===== src/rtl/rnd_8_if.sv =====
// Bus bundle for the rnd_8 pseudo-random byte source.
// The master side drives the enable/load/seed controls and the slave side returns the random byte.
interface rnd_8_if;
  logic        en;
  logic        load;
  logic [15:0] seed;
  logic [7:0]  out;

  modport master (output en, output load, output seed, input out);
  modport slave  (input en, input load, input seed, output out);
endinterface


===== src/rtl/rnd_8.sv =====
// 8-bit pseudo-random byte source: a 16-bit Fibonacci LFSR (x^16+x^14+x^13+x^11+1) that advances 8 steps per enabled clock.
// Optional macro RND8_WHITEN_EN folds the high byte into the output; the state sequence is the same in both builds.
module rnd_8 #(
  parameter logic [15:0] SEED = 16'hACE1
) (
  input  logic     clk,
  input  logic     rst,
  rnd_8_if.slave   bus
);

  // A zero seed would lock the LFSR, so it falls back to the known-good default.
  localparam logic [15:0] SEED_SAFE = (SEED == 16'h0000) ? 16'hACE1 : SEED;

  logic [15:0] state;
  logic [15:0] state_next;
  logic [15:0] stepped;

  always_comb begin
    stepped = state;
    for (int i = 0; i < 8; i++) begin
      stepped = {stepped[14:0], stepped[15] ^ stepped[13] ^ stepped[12] ^ stepped[10]};
    end
  end

  // The lock-up recovery outranks everything else, and a load outranks stepping.
  always_comb begin
    state_next = state;
    if (state == 16'h0000) begin
      state_next = SEED_SAFE;
    end else if (bus.load) begin
      state_next = (bus.seed == 16'h0000) ? SEED_SAFE : bus.seed;
    end else if (bus.en) begin
      state_next = stepped;
    end
  end

  always_ff @(posedge clk or posedge rst) begin
    if (rst) begin
      state <= SEED_SAFE;
    end else begin
      state <= state_next;
    end
  end

`ifdef RND8_WHITEN_EN
  assign bus.out = state[7:0] ^ state[15:8];
`else
  assign bus.out = state[7:0];
`endif

endmodule


===== src/flat_wrapper.sv =====
// flat-port wrapper written by rule: the top's interface ports become plain ports
module rnd_8_flat 
#(
  parameter logic [15:0] SEED = 16'hACE1
)
  (clk, rst, bus_en, bus_load, bus_seed, bus_out);
  rnd_8_if bus_i ();
  input  logic clk;
  input  logic rst;
  input wire logic [$bits(bus_i.en)-1:0] bus_en;
  input wire logic [$bits(bus_i.load)-1:0] bus_load;
  input wire logic [$bits(bus_i.seed)-1:0] bus_seed;
  output wire logic [$bits(bus_i.out)-1:0] bus_out;
  assign bus_i.en = bus_en;
  assign bus_i.load = bus_load;
  assign bus_i.seed = bus_seed;
  assign bus_out = bus_i.out;
  rnd_8 #(.SEED(SEED)) u_core (.clk(clk), .rst(rst), .bus(bus_i));
endmodule

===== config.mk =====
export PLATFORM = sky130hd
export DESIGN_NAME = rnd_8_flat
export DESIGN_NICKNAME = d
export VERILOG_FILES = /design/src/rtl/rnd_8_if.sv /design/src/rtl/rnd_8.sv /design/src/flat_wrapper.sv
export SDC_FILE = /design/constraint.sdc
export NUM_CORES = 1
export LEC_CHECK = 0
export BUFFER_PORTS_ARGS = -buffer_cell sky130_fd_sc_hd__buf_2
export CORE_MARGIN = 5
export CORE_UTILIZATION = 42
export CTS_CLUSTER_SIZE = 25
export DETAILED_ROUTE_END_ITERATION = 7
export PLACE_DENSITY = 0.66
export SYNTH_ARGS = -nofsm -noshare
export SYNTH_HDL_FRONTEND = slang
export SYNTH_SLANG_ARGS = --single-unit

===== constraint.sdc =====
create_clock -name clk -period 5.05 [get_ports clk]
set_clock_uncertainty 0.1 [all_clocks]
set_input_delay 0.505 -clock clk [delete_from_list [all_inputs] [get_ports clk]]
set_output_delay 0.505 -clock clk [all_outputs]
set_load 0.02 [all_outputs]

Word-level counts from Yosys, hierarchy flattened:

Index checks and enable logic that the tools add are counted.

* mux-type cells: 4
* bitwise operators: 24
* reductions and logical operators: 3

Operators by type and width (number)
* 16-bit 2-to-1 mux: 4
* 16-bit zero test: 2
* 1-bit XOR: 24
* 3-bit nonzero test: 1

* register bits after elaboration: 16
* bits of input ports: 20
* output and inout port bits: 8
* word-level logic and storage cells: 32

Depth between registers and ports, before layout:

* word-level depth: 6
* gate-level depth with buffers: 6
* gate-level depth less buffers: 4

Worst setup path after synthesis:

OpenSTA, ideal clock, no wires.

* path kind: input port to flip-flop
* start point: in bus_seed[13]
* end point: reg u_core.state[0]
* library setup time: 0.072 ns
* data arrival time: 1.724 ns
* data required time: 4.878 ns
* path slack: 3.154 ns
* stages on the path: 4
* buffers on the path: 0
* cell sequence: or4_4 o41ai_4 nor2_1 o21ai_1

* longest elaborated chain between the ends: 4

Ends and longest elaborated chain
* from (decl): RTL line flat_wrapper.sv:12 `input wire logic [$bits(bus_i.seed)-1:0] bus_seed;`
* 16-bit zero test: RTL line rnd_8.sv:31 `state_next = (bus.seed == 16'h0000) ? SEED_SAFE : bus.seed;`
* 16-bit 2-to-1 mux: RTL line rnd_8.sv:31
* 16-bit 2-to-1 mux: RTL line rnd_8.sv:30 `end else if (bus.load) begin`
* 16-bit 2-to-1 mux: RTL line rnd_8.sv:28 `if (state == 16'h0000) begin`
* to (signal assigned): RTL line rnd_8.sv:41 `state <= state_next;`
* to (decl): RTL line rnd_8.sv:14 `logic [15:0] state;`

No other way between the ends.
A chain may end at the register's enable or synchronous reset.

Final worst setup path:

* start point: in bus_seed[13]
* end point: reg u_core.state[10]

The elaborated chain is that of the path after synthesis.

==> summary.md <==
| Metric | Value |
|---|---|
| Final TNS setup | `0 ns` |
| Max_slew headroom | `58.9%` |
| Routed Antenna Nets | `0` |
| Post-DR wirelength/cell | `15.3 microns` |
| Sequential area share after synthesis | `37.7%` |
| Setup ws final | `3.19 ns` |
| Final Critical Period | `1.86 ns` |
| Yosys reg bits | `16` |
| Final worst-path cycle share | `36.9%` |
| Number of flip-flops in the largest register | `16` |
| Peak VDD IR | `0.000175 V` |
| DRT Wirelength | `2620 microns` |
| Worst skew pair latency | `0.29 ns` |
| Post-synth top area cell | `dfstp_2` |
| Syn Area/Cell | `8.72 sq um` |
| Final setup fails | `0` |
| Setup Buffers After CTS | `0` |
| Synth cell types | `19` |
| Total Die Area | `3710 sq um` |
| Fin Hold WS | `0.170 ns` |
| Largest regs | `u_core.state: 16 flops` |
| Fmax | `536 MHz` |
| Setup Crit Path Kind | `in -> reg` |
| Leak | `0.525 nW` |
| Cell Area, Synth | `1090 sq um` |
| Clock Pin Slew Worst Setup and Hold Paths | `0.10 ns` |
| Congestion Overflow GR | `0` |
| Total Power | `0.000417 W` |
| Starting Density | `44.0%` |
| Crit path launch type | `input pin` |
| Hold buffers post-CTS | `0` |
| Row Count | `18` |
| Largest Register | `u_core.state` |
| RSZ-0062 raised after global routing | `no` |
| Worst reg-to-reg path cell count | `4` |
| Die height | `60.9 microns` |
| Reg2reg start | `u_core.state[3]` |
| Vias in the first global route | `950` |
| Antenna diode count | `0` |
| Die X | `60.9 microns` |
| Crit-path max FO | `8` |
| Pre-CTS WS | `2.89 ns` |
| Worst EP required | `5.17 ns` |
| Number of buffers created by CTS | `3` |
| Status | `finished, final reports clean` |
| IO Count | `28` |
| I/O Buffers | `27` |
| Arrival time worst endpoint | `1.98 ns` |
| Num Clock Sinks | `16` |
| Root buf cell | `clkbuf_4` |
| Final HPWL DP | `1920 microns` |
| Layout area overhead | `11.3%` |
| Post-Synthesis Cells | `125` |
| DR vias | `932` |
| Critical path origin | `bus_seed[13]` |
| Area contributors post-synth | `dfstp_2, dfrtp_1, xnor2_1, a21oi_1, nor2_1` |
| Synth warn | `0` |
| Fin util | `48.9%` |
| Min-delay worst type | `in -> async` |
| Top-area cell type share of the netlist area | `19.3%` |
| # H-tree levels | `1` |
| Largest net degree at the start of global routing | `27` |
| Fill cell count | `271` |
| Final Hold Viols | `0` |
| Max-slew violations | `0` |
| MaxCap Viol Count | `0` |
| FF/Latch Area | `410 sq um` |
| Worst R2R Setup Slack | `3.32 ns` |
| Area of the multi-input gates | `589 sq um` |
| Placer Congestion | `0.827` |
| CTS resizes | `0` |
| Initial antenna violation count | `0` |
| Core area | `2480 sq um` |
| Initial DRC count | `35` |
| CTS tree | `built` |
| CP endpoint | `u_core.state[10]` |
| CTS max path bufs | `2` |
| Power density cells | `344 nW/um^2` |
| GRT Total Usage | `16.2%` |
| Layout Nets | `162` |
| Worst slew pin tran | `0.616 ns` |
| DRC violations left | `0` |
| Layout cells sized above 1 | `30.5%` |
| Syn_nets | `145` |
| Nature of the critical path endpoint | `register` |
| Drt pass-1 iters | `5` |
| Vias per inst | `5.45` |
| R2r endpoint | `u_core.state[10]` |
| First-pass GRT wire length | `4400 microns` |
[power by group]
part	internal (W)	switching, W	leakage (nW)
clock network	0.0000439	0.0000424	0.0210
logic	0.0000698	0.0000758	0.324
registers	0.000155	0.0000304	0.180
total	0.000269	0.000149	0.525
[worst max-delay path: stages]
cell and delay (ns):
buf_2 0.10, or4_4 0.54, o41ai_4 0.58, nor2_1 0.08, o21ai_1 0.17
[worst min-delay path by stage]
| stage | from | end | slack (ns) | cells past startpoint |
|---|---|---|---|---|
| floorplan | rst | u_core.state[12] | 0.31 | 1 |
| global placement | u_core.state[15] | u_core.state[15] | 0.45 | 2 |
| detailed placement | u_core.state[15] | u_core.state[15] | 0.46 | 2 |
| CTS | rst | u_core.state[12] | 0.19 | 2 |
| global route | rst | u_core.state[12] | 0.22 | 2 |
| finish | rst | u_core.state[8] | 0.17 | 2 |
[kinds of logic (layout without fill, tap and decap cells)]
logic type                count (synthesis)  after routing  share of synthesized area (%)
and+or+nand+nor                          34             34                           15.5
muxes                                     4              4                           3.67
AOI/OAI and AO/OA                        37             37                           20.4
xor gates and xnor gates                 18             18                           14.5
buffers and inverters                    16             32                           8.27
DFF                                      16             16                           37.7
[synth_stat cells (all sizes together)]
library cell,n
and4,1
nor4,4
dfrtp,8
mux2i,4
o41ai,1
dfstp,8
buf,9
nand2,4
or4,4
a21oi,24
clkbuf,6
o21ai,8
xor2,3
inv,1
a211o,4
xnor2,15
nor2,21
[per-stage QoR]
step           area, sq um  std cells
2_1_floorplan         1090        125
3_3_place_gp          1180        167
3_5_place_dp          1180        167
4_1_cts               1210        171
5_1_grt               1210        171
6_report              1210        171
[cell type report]
class | instances | share of cell area [%]
tap | 30 | 3.10
multi-input combinational | 93 | 48.6
sequential | 16 | 33.8
clock buffer | 4 | 2.99
inverter | 1 | 0.310
timing repair buffer | 27 | 11.1
[per-layer routing]
metal | wire length [microns] | GRT usage, % | vias to the layer above
li1 | - | - | 460
met1 | 1190 | 21.5 | 436
met4 | 44 | 7.74 | 0
met3 | 179 | 2.55 | 4
met5 | 0 | 0 | -
met2 | 1200 | 25.5 | 32
[cell usage in the layout (no fill, tap or decap)]
master,netlist,layout
buf_2,0,27
and4_1,1,1
nand2_1,4,4
nor4_1,4,4
clkbuf_8,0,1
or4_1,1,1
dfstp_2,8,8
a211o_1,4,4
a21oi_1,24,24
o21ai_1,8,8
inv_1,1,1
mux2i_1,4,4
dfrtp_1,8,8
o41ai_4,1,1
or4_4,3,3
xor2_1,3,3
xnor2_1,15,15
nor2_1,21,21
clkbuf_4,0,3
Note: power is estimated with default switching activity, not from simulation.
